<file path="src/rtl/addr8u_sched_pkg.sv">
// Shared constants, state encoding and width helper for the redundant adder scheduler.
package addr8u_sched_pkg;

  localparam int OPW  = 8;
  localparam int SUMW = 9;

  typedef enum logic [1:0] {
    IDLE  = 2'd0,
    PASS1 = 2'd1,
    PASS2 = 2'd2,
    RESP  = 2'd3
  } state_e;

  function automatic int idw(input int n);
    return (n < 2) ? 1 : $clog2(n);
  endfunction

endpackage

</file>
<file path="src/rtl/addr8u_unit.sv">
// Combinational 8-bit unsigned adder with full 9-bit result.
// Isolated so hardened adder variants can replace it without touching the sequencer.
module addr8u_unit
  import addr8u_sched_pkg::*;
(
  input  logic [OPW-1:0]  i_a,
  input  logic [OPW-1:0]  i_b,
  output logic [SUMW-1:0] o_sum
);

  assign o_sum = {1'b0, i_a} + {1'b0, i_b};

endmodule

</file>
<file path="src/rtl/addr8u_redund_sched.sv">
// Round-robin scheduler sharing one adder; each sum is computed twice with swapped
// operands and compared, with bounded retry and a saturating error counter.
//
// state | meaning
// IDLE  | arbitrate, accept one request (req_ready) and capture its operands
// PASS1 | adder(A,B) -> s1
// PASS2 | adder(B,A) compared with s1; retry, or finish with/without error
// RESP  | response held until rsp_ready
module addr8u_redund_sched
  import addr8u_sched_pkg::*;
#(
  parameter  int NREQ      = 4,
  parameter  int MAX_RETRY = 2,
  localparam int IDW       = idw(NREQ)
) (
  input  logic                 clk,
  input  logic                 rst_n,
  input  logic [NREQ-1:0]      req_valid,
  output logic [NREQ-1:0]      req_ready,
  input  logic [NREQ*OPW-1:0]  req_a,
  input  logic [NREQ*OPW-1:0]  req_b,
  output logic                 rsp_valid,
  input  logic                 rsp_ready,
  output logic [IDW-1:0]       rsp_id,
  output logic [SUMW-1:0]      rsp_sum,
  output logic                 rsp_err,
  output logic [7:0]           err_cnt,
  output logic                 busy,
  input  logic [SUMW-1:0]      inj_mask
);

  state_e r_state;
  state_e w_state_nxt;

  logic [OPW-1:0]  r_a;
  logic [OPW-1:0]  r_b;
  logic [IDW-1:0]  r_id;
  logic [IDW-1:0]  r_rr_ptr;
  logic [2:0]      r_retry;
  logic [SUMW-1:0] r_s1;
  logic [SUMW-1:0] r_rsp_sum;
  logic [IDW-1:0]  r_rsp_id;
  logic            r_rsp_err;
  logic [7:0]      r_err_cnt;

  logic            w_hi_found;
  logic            w_lo_found;
  logic [IDW-1:0]  w_hi_idx;
  logic [IDW-1:0]  w_lo_idx;
  logic            w_found;
  logic [IDW-1:0]  w_grant;
  logic [OPW-1:0]  w_sel_a;
  logic [OPW-1:0]  w_sel_b;
  logic [OPW-1:0]  w_add_a;
  logic [OPW-1:0]  w_add_b;
  logic [SUMW-1:0] w_add_out;
  logic [SUMW-1:0] w_r2;
  logic            w_match;
  logic            w_can_retry;

  // Round robin: lowest valid index above the pointer wins, else lowest at/below it.
  always_comb begin
    w_hi_found = 1'b0;
    w_lo_found = 1'b0;
    w_hi_idx   = '0;
    w_lo_idx   = '0;
    for (int i = NREQ - 1; i >= 0; i--) begin
      if (req_valid[i]) begin
        if (IDW'(i) > r_rr_ptr) begin
          w_hi_found = 1'b1;
          w_hi_idx   = IDW'(i);
        end else begin
          w_lo_found = 1'b1;
          w_lo_idx   = IDW'(i);
        end
      end
    end
  end

  assign w_found = w_hi_found | w_lo_found;
  assign w_grant = w_hi_found ? w_hi_idx : w_lo_idx;

  always_comb begin
    w_sel_a = '0;
    w_sel_b = '0;
    for (int i = 0; i < NREQ; i++) begin
      if (w_grant == IDW'(i)) begin
        w_sel_a = req_a[i*OPW +: OPW];
        w_sel_b = req_b[i*OPW +: OPW];
      end
    end
  end

  always_comb begin
    req_ready = '0;
    if (r_state == IDLE && w_found) req_ready[w_grant] = 1'b1;
  end

  // Second pass swaps operands so a stuck adder input bit tends to show up as a mismatch.
  assign w_add_a = (r_state == PASS2) ? r_b : r_a;
  assign w_add_b = (r_state == PASS2) ? r_a : r_b;

  addr8u_unit u_unit (
    .i_a   (w_add_a),
    .i_b   (w_add_b),
    .o_sum (w_add_out)
  );

  assign w_r2        = w_add_out ^ inj_mask;
  assign w_match     = (w_r2 == r_s1);
  assign w_can_retry = (r_retry < 3'(MAX_RETRY));

  always_ff @(posedge clk or negedge rst_n) begin
    if (!rst_n) r_state <= IDLE;
    else        r_state <= w_state_nxt;
  end

  always_comb begin
    w_state_nxt = r_state;
    case (r_state)
      IDLE:    if (w_found) w_state_nxt = PASS1;
      PASS1:   w_state_nxt = PASS2;
      PASS2: begin
        if (w_match)          w_state_nxt = RESP;
        else if (w_can_retry) w_state_nxt = PASS1;
        else                  w_state_nxt = RESP;
      end
      RESP:    if (rsp_ready) w_state_nxt = IDLE;
      default: w_state_nxt = IDLE;
    endcase
  end

  always_ff @(posedge clk or negedge rst_n) begin
    if (!rst_n) begin
      r_a       <= '0;
      r_b       <= '0;
      r_id      <= '0;
      r_rr_ptr  <= IDW'(NREQ - 1);
      r_retry   <= '0;
      r_s1      <= '0;
      r_rsp_sum <= '0;
      r_rsp_id  <= '0;
      r_rsp_err <= 1'b0;
      r_err_cnt <= '0;
    end else begin
      case (r_state)
        IDLE: begin
          if (w_found) begin
            r_a      <= w_sel_a;
            r_b      <= w_sel_b;
            r_id     <= w_grant;
            r_rr_ptr <= w_grant;
            r_retry  <= '0;
          end
        end
        PASS1: r_s1 <= w_add_out;
        PASS2: begin
          if (w_match) begin
            r_rsp_sum <= r_s1;
            r_rsp_id  <= r_id;
            r_rsp_err <= 1'b0;
          end else if (w_can_retry) begin
            r_retry <= r_retry + 3'd1;
          end else begin
            r_rsp_sum <= r_s1;
            r_rsp_id  <= r_id;
            r_rsp_err <= 1'b1;
            if (r_err_cnt != 8'hFF) r_err_cnt <= r_err_cnt + 8'd1;
          end
        end
        default: ;
      endcase
    end
  end

  assign rsp_valid = (r_state == RESP);
  assign busy      = (r_state != IDLE);
  assign rsp_id    = r_rsp_id;
  assign rsp_sum   = r_rsp_sum;
  assign rsp_err   = r_rsp_err;
  assign err_cnt   = r_err_cnt;

endmodule
</file>
<file path="config.mk">
export PLATFORM = sky130hd
export DESIGN_NAME = addr8u_redund_sched
export DESIGN_NICKNAME = d
export VERILOG_FILES = /design/src/rtl/addr8u_sched_pkg.sv /design/src/rtl/addr8u_unit.sv /design/src/rtl/addr8u_redund_sched.sv
export SDC_FILE = /design/constraint.sdc
export NUM_CORES = 1
export LEC_CHECK = 0
export ABC_CLOCK_PERIOD_IN_PS = 5100
export CORE_UTILIZATION = 35
export DETAILED_ROUTE_END_ITERATION = 6
export HOLD_SLACK_MARGIN = 0.08
export PLACE_DENSITY = 0.66
export SYNTH_ARGS = -nofsm -noshare
export SYNTH_HDL_FRONTEND = slang
export SYNTH_HIERARCHICAL = 1
export SYNTH_SLANG_ARGS = --single-unit
</file>
<file path="constraint.sdc">
create_clock -name clk -period 5.1 [get_ports clk]
set_input_delay 1.02 -clock clk [delete_from_list [all_inputs] [get_ports clk]]
set_output_delay 1.02 -clock clk [all_outputs]
set_load 0.03 [all_outputs]
</file>
==> impl_metrics.env, run 1 <==
export IMPL_fp_row_count=36
export IMPL_max_clock_path_buffers=2
export IMPL_numPortBuffers=105
export IMPL_synth_common_cells="nand2_1, dfrtp_1, mux2i_1, mux2_2, o21ai_0"
export IMPL_worstSkewPairLatency_ns=0.30
export IMPL_grt_start_max_net_pins=55
export IMPL_synth_edf_count=0
export IMPL_ys_ff_latch=54
export IMPL_avgSynthCellArea_um2=10.2
export IMPL_fill_cells=925
export IMPL_antenna_cells=0
export IMPL_antenna_found_initial=0
export IMPL_die_h_um=103
export IMPL_slew_viol_final=0
export IMPL_rsz0062_at_grt="false"
export IMPL_period_needed_ns=4.43
export IMPL_intPower_w=0.00193
export IMPL_worst_pin_slew_ns=0.697
export IMPL_coreArea_um2=9820
export IMPL_timing_max_slew_rel_slack=0.535
export IMPL_worstPathMaxFanout=33
export IMPL_drt_initial_drc_count=95
export IMPL_power_frac_comb=0.685
export IMPL_route_detailed_drc=0
export IMPL_irDropWorstVdd_uv=271
export IMPL_yosysUniqueCellTypes=46
export IMPL_synth_area_um2=3560
export IMPL_final_period_utilization=0.869
export IMPL_yosys_area_top_type_share=0.365
export IMPL_drive_gt1_frac=0.141
export IMPL_syn_nets=442
export IMPL_fmax_mhz=226
export IMPL_hold_buffers=0
export IMPL_grt_usage=0.162
export IMPL_start_kind="input pin"
export IMPL_clk_pin_slew_ns=0.10
export IMPL_setup_viol=0
export IMPL_drtPass1Iterations=4
export IMPL_dieWidth_um=103
export IMPL_io_pins=106
export IMPL_grt_pass1_vias=2951
export IMPL_h_tree_depth=2
export IMPL_yosys_area_top_type="dfrtp_1"
export IMPL_antenna_left=0
export IMPL_overflow=0
export IMPL_grt_pass1_wl_um=13500
export IMPL_sw_frac_of_total=0.430
export IMPL_skew_ns=0.00679
export IMPL_dp_cells=578
export IMPL_synthFlopType="dfrtp_1"
export IMPL_finalSetupTns_ns=0
export IMPL_power_density_nw_per_um2=700
export IMPL_synthTopCellsByArea="dfrtp_1, mux2i_1, mux2_2"
export IMPL_worstSetupEndpointType="primary output"
export IMPL_max_cap_violations=0
export IMPL_critPathArrivalTime_ns=3.41
export IMPL_status="finished clean"
export IMPL_total_power_w=0.00339
export IMPL_ys_seq_area_frac=0.380
export IMPL_viasPerCell=4.88
export IMPL_layout_nets=543
export IMPL_wl_per_cell_um=13.7
export IMPL_cts_sinks=54
export IMPL_numCtsBuffers=5
export IMPL_hold_path_class="flip-flop to flip-flop"
export IMPL_syn2layout_area_growth_pct=35.7
export IMPL_synth_most_common_cell="nand2_1"
export IMPL_finalHoldViolations=0
export IMPL_cts_tree="built"
export IMPL_hpwl_um=6260
export IMPL_postCtsSetupRepairBufs=0
export IMPL_cts_resized=0
export IMPL_clkPwrFrac=0.075
export IMPL_yosys_warnings=6
export IMPL_netlist_instances=351
export IMPL_wl_um=8010
export IMPL_required_ns=4.08
export IMPL_seqPwrFrac=0.240
export IMPL_root_buffer="clkbuf_8"
export IMPL_vias=2861
export IMPL_crit_type="input pin to primary output"
export IMPL_p_sw_w=0.00146
export IMPL_place_gp_congestion=0.827
export IMPL_cellLeakagePower_nw=2.19
export IMPL_final_cells=586
export IMPL_initial_core_util=0.363
export IMPL_dieArea_um2=10600
export IMPL_postSynth_asyncResetShare=1.00
-- area by class of cell --
| cell class | instances | area (um^2) | area share |
|---|---|---|---|
| Multi-Input combinational cell | 272 | 2090 | 0.432 |
| Sequential cell | 54 | 1350 | 0.280 |
| Timing Repair Buffer | 112 | 1100 | 0.227 |
| Tap cell | 133 | 166 | 0.0344 |
| Clock buffer | 6 | 82.6 | 0.0171 |
| Inverter | 7 | 26.3 | 0.00543 |
| Clock inverter | 2 | 17.5 | 0.00362 |
-- cells in the final DEF, fill, tap and decap left out, types with 2 or more instances in the layout --
master / count
and2_1: 2
a32o_1: 2
nor2_1: 10
xor2_1: 7
nor3_1: 5
clkdlybuf4s50_1: 104
o21ai_0: 18
nand2_1: 76
nand2b_1: 5
dfrtp_1: 52
mux2_2: 28
nand4_1: 2
o21bai_1: 2
mux2_4: 10
xnor3_1: 7
inv_1: 6
mux2i_1: 34
nor2b_1: 4
ha_1: 10
nor4_1: 5
nand3_1: 6
xnor2_1: 6
a21oi_2: 2
buf_4: 7
a311o_1: 2
a21oi_1: 9
clkinv_4: 2
dfstp_2: 2
clkbuf_8: 6
a21o_1: 4
-- kinds of logic (layout without fill, tap and decap cells) --
logic type | after synthesis | after routing | share of synthesized area
and+or+nand+nor | 121 | 121 | 0.156
muxes | 72 | 72 | 0.226
DFF | 54 | 54 | 0.380
AOI/OAI and AO/OA | 48 | 48 | 0.0874
buffers and inverters | 25 | 127 | 0.0337
xor gates and xnor gates | 20 | 20 | 0.0762
adders and majority gates | 11 | 11 | 0.0407
-- critical path, stage by stage --
cell and delay, ns:
clkdlybuf4s50_1 0.52, nor3b_1 0.30, a211o_2 0.18, buf_4 0.44, nand2b_1 0.14, nor2_1 0.12
clkdlybuf4s50_1 0.69
-- final timing paths --
check | slack [ns] | depth (start not counted) | from | end
worst max-delay path | 0.67 | 7 | req_valid[1] | req_ready[0]
worst min-delay path | 0.49 | 2 | r_rr_ptr[0] | r_rr_ptr[0]
worst max register to register | 0.84 | 16 | r_state[0] | rsp_sum[0]
worst min register to register | 0.49 | 2 | r_rr_ptr[0] | r_rr_ptr[0]
max in group asynchronous | 3.80 | 2 | rst_n | r_s1[7]
min in group asynchronous | 0.84 | 2 | rst_n | r_b[5]
-- registers in the layout (all words and copies together) (netlist names), 3 cells and up --
register / flops
r_s1: 9
r_retry: 3
err_cnt: 8
r_a: 8
r_b: 8
rsp_sum: 9
-- power by group through the flow --
| stage | logic (W) | registers, W | clock network (W) |
|---|---|---|---|
| finish | 0.00232 | 0.000812 | 0.000255 |
| global route | 0.00255 | 0.000846 | 0.000280 |
| CTS | 0.00234 | 0.000816 | 0.000264 |
| detailed placement | 0.00232 | 0.000825 | 0 |
| global placement | 0.00229 | 0.000815 | 0 |
| floorplan | 0.00170 | 0.000908 | 0 |
-- layer usage --
layer | wire length (um) | part of all wire | up-vias | global-route usage
li1 | - | - | 1427 | -
met1 | 3360 | 0.42 | 1374 | 0.187
met2 | 4280 | 0.53 | 54 | 0.309
met3 | 298 | 0.037 | 6 | 0.0319
met4 | 70 | 0.0087 | 0 | 0.0347
met5 | 0 | 0 | - | 0
-- per-stage QoR --
| stage | instance area [um^2] | util | hold WS [ns] | setup slack (ns) |
|---|---|---|---|---|
| after floorplan | 3560 | - | 0.446 | 1.45 |
| after global placement | 4740 | 0.482 | 0.466 | 0.754 |
| after detailed placement | 4740 | 0.482 | 0.480 | 0.691 |
| after CTS | 4840 | 0.492 | 0.497 | 0.682 |
| after global routing | 4840 | 0.492 | 0.523 | 0.467 |
| final | 4840 | 0.492 | 0.494 | 0.666 |
Note: power is estimated with default switching activity, not from simulation.
==> inputs of run 2 (changes only) <==
- ABC_CLOCK_PERIOD_IN_PS: 5100 -> 4300
- clock period: 5.1 -> 4.3 ns (I/O delays scaled with it)
==> run 2 against run 1 <==
Compared with the run above:
- setup slack got worse by 0.17 ns
- critical path depth increased by 8
- via count decreased by 0.87%
- routed wire length increased by 4.3%
- die area unchanged
- highest routed layer unchanged
==> impl_metrics.env, run 2 (synthesized netlist as in run 1, its figures left out) <==
export IMPL_status="finished clean"
export IMPL_crit_type="flip-flop to flip-flop"
export IMPL_root_buffer="clkbuf_8"
export IMPL_setup_viol=0
export IMPL_required_ns=4.49
export IMPL_antenna_found_initial=0
export IMPL_max_cap_violations=0
export IMPL_r2r_cells=15
export IMPL_grt_start_max_net_pins=41
export IMPL_cts_sinks=54
export IMPL_coreArea_um2=9820
export IMPL_drive_gt1_frac=0.139
export IMPL_dieArea_um2=10600
export IMPL_final_period_utilization=0.885
export IMPL_grt_pass1_vias=3039
export IMPL_grt_usage=0.166
export IMPL_overflow=0
export IMPL_cp_slowest_cell="dfrtp_1"
export IMPL_mostFrequentLayoutCells="clkdlybuf4s50_1, nand2_1, dfrtp_1"
export IMPL_numCtsBuffers=5
export IMPL_worstPathCellList="nand2b_1, buf_4, nand2_1, nand2_1, ha_1, fa_1, a21oi_1, nor2_1, nor2_1, xnor2_1, xnor3_1, nand4_1, nor4_4, a21oi_4, mux2_2"
export IMPL_syn2layout_area_growth_pct=35.8
export IMPL_drtPass1Iterations=4
export IMPL_die_h_um=103
export IMPL_cts_tree="built"
export IMPL_max_clock_path_buffers=2
export IMPL_final_common_cell="clkdlybuf4s50_1"
export IMPL_io_pins=106
export IMPL_worst_hold_slack_ns=0.481
export IMPL_hp_start="r_rr_ptr[0]"
export IMPL_antenna_cells=0
export IMPL_hold_path_class="flip-flop to flip-flop"
export IMPL_whs_endpoint="r_rr_ptr[0]"
export IMPL_irDropWorstVdd_uv=382
export IMPL_finalSetupTns_ns=0
export IMPL_slew_viol_final=0
export IMPL_rr_endpoint="rsp_id[0]"
export IMPL_period_needed_ns=3.80
export IMPL_finalHoldViolations=0
export IMPL_timing_max_slew_rel_slack=0.445
export IMPL_cellLeakagePower_nw=2.20
export IMPL_rsz0062_at_grt="false"
export IMPL_wl_per_cell_um=14.2
export IMPL_start_kind="flip-flop"
export IMPL_slowest_delay_ns=0.46
export IMPL_worstPathMaxFanout=13
export IMPL_viasPerCell=4.83
export IMPL_fmax_mhz=263
export IMPL_worstSetupEndpointType="flip-flop"
export IMPL_drt_initial_drc_count=63
export IMPL_numPortBuffers=105
export IMPL_place_gp_congestion=0.847
export IMPL_vias=2836
export IMPL_hold_depth=2
export IMPL_reg2reg_from="r_state[0]"
export IMPL_route_detailed_drc=0
export IMPL_worst_pin_slew_ns=0.833
export IMPL_clk_pin_slew_ns=0.09
export IMPL_fp_row_count=36
export IMPL_layout_nets=544
export IMPL_hold_buffers=0
export IMPL_reg2reg_slack_ns=0.50
export IMPL_worstSkewPairLatency_ns=0.30
export IMPL_initial_core_util=0.363
export IMPL_antenna_left=0
export IMPL_skew_ns=0.00715
export IMPL_wl_um=8360
export IMPL_dieWidth_um=103
export IMPL_grt_pass1_wl_um=13700
export IMPL_h_tree_depth=2
export IMPL_hpwl_um=6660
export IMPL_critPathArrivalTime_ns=4.00
export IMPL_postCtsSetupRepairBufs=0
export IMPL_fill_cells=952
export IMPL_power_density_nw_per_um2=836
-- run 2: cell count changes in the layout (fill, tap and decap cells not counted) --
cell,change
clkinv_4,-2
clkbuf_1,+2
a21oi_4,+1
a21oi_2,-1
buf_4,+1
-- run 2: cell type report --
cell class	count	area (um^2)	share of cell area
Tap cell	133	166	0.0344
Inverter	7	26.3	0.00543
Clock buffer	8	90.1	0.0186
Multi-Input combinational cell	272	2100	0.433
Timing Repair Buffer	113	1110	0.228
Sequential cell	54	1350	0.280
-- run 2: how the worst max path moves through the flow --
stage          startpoint         end  slack, ns  depth (start not counted)
2_1_floorplan  r_state[0]   rsp_id[1]       0.65                         16
6_report       r_state[0]   rsp_id[0]       0.50                         15
3_3_place_gp   r_state[0]   rsp_id[0]       0.44                         14
3_5_place_dp   r_state[0]   rsp_id[0]       0.30                         15
4_1_cts        r_state[0]   rsp_id[0]       0.28                         15
5_1_grt        r_state[0]  err_cnt[1]       0.16                         16
-- run 2: repair_timing --
| item | 4_1_cts | 5_1_grt |
|---|---|---|
| endpoints found under the hold margin | 0 | 0 |
| resized for setup | 0 | 1 |
| endpoints found under the setup margin | 0 | 1 |
-- run 2: critical path, delay by kind of cell (launching register included) --
kind                     cells  cell delay, ns
XOR/XNOR                     2            0.56
flip-flops                   1            0.46
buffers and inverters        1            0.19
adder cells (fa/ha/maj)      2            0.63
multiplexers                 1            0.39
AND/OR/NAND/NOR              7            0.78
AO/OA/AOI/OAI                2            0.68
-- run 2: stage by stage --
| stage | utilization | power (W) | worst slack, ns | cells | instance area, um^2 |
|---|---|---|---|---|---|
| 6_report | 0.493 | 0.00405 | 0.495 | 587 | 4840 |
| 5_1_grt | 0.493 | 0.00441 | 0.160 | 587 | 4840 |
| 4_1_cts | 0.492 | 0.00407 | 0.280 | 587 | 4830 |
| 3_5_place_dp | 0.483 | 0.00378 | 0.300 | 579 | 4740 |
| 3_3_place_gp | 0.483 | 0.00373 | 0.443 | 579 | 4740 |
| 2_1_floorplan | - | 0.00309 | 0.647 | 351 | 3560 |
-- run 2: metal layers --
metal / wire [um] / vias up / part of all wire / GRT usage
met1: 3540 / 1340 / 0.42 / 0.193
met4: 154 / 0 / 0.018 / 0.0412
met3: 290 / 16 / 0.035 / 0.0325
met5: 0 / - / 0 / 0
met2: 4370 / 44 / 0.52 / 0.310
li1: - / 1436 / - / -
-- run 2: power by group --
part / leakage, nW / total, W / switching [W] / internal [W]
logic: 1.52 / 0.00279 / 0.00139 / 0.00141
registers: 0.634 / 0.000966 / 0.000207 / 0.000759
clock network: 0.0455 / 0.000289 / 0.000157 / 0.000132
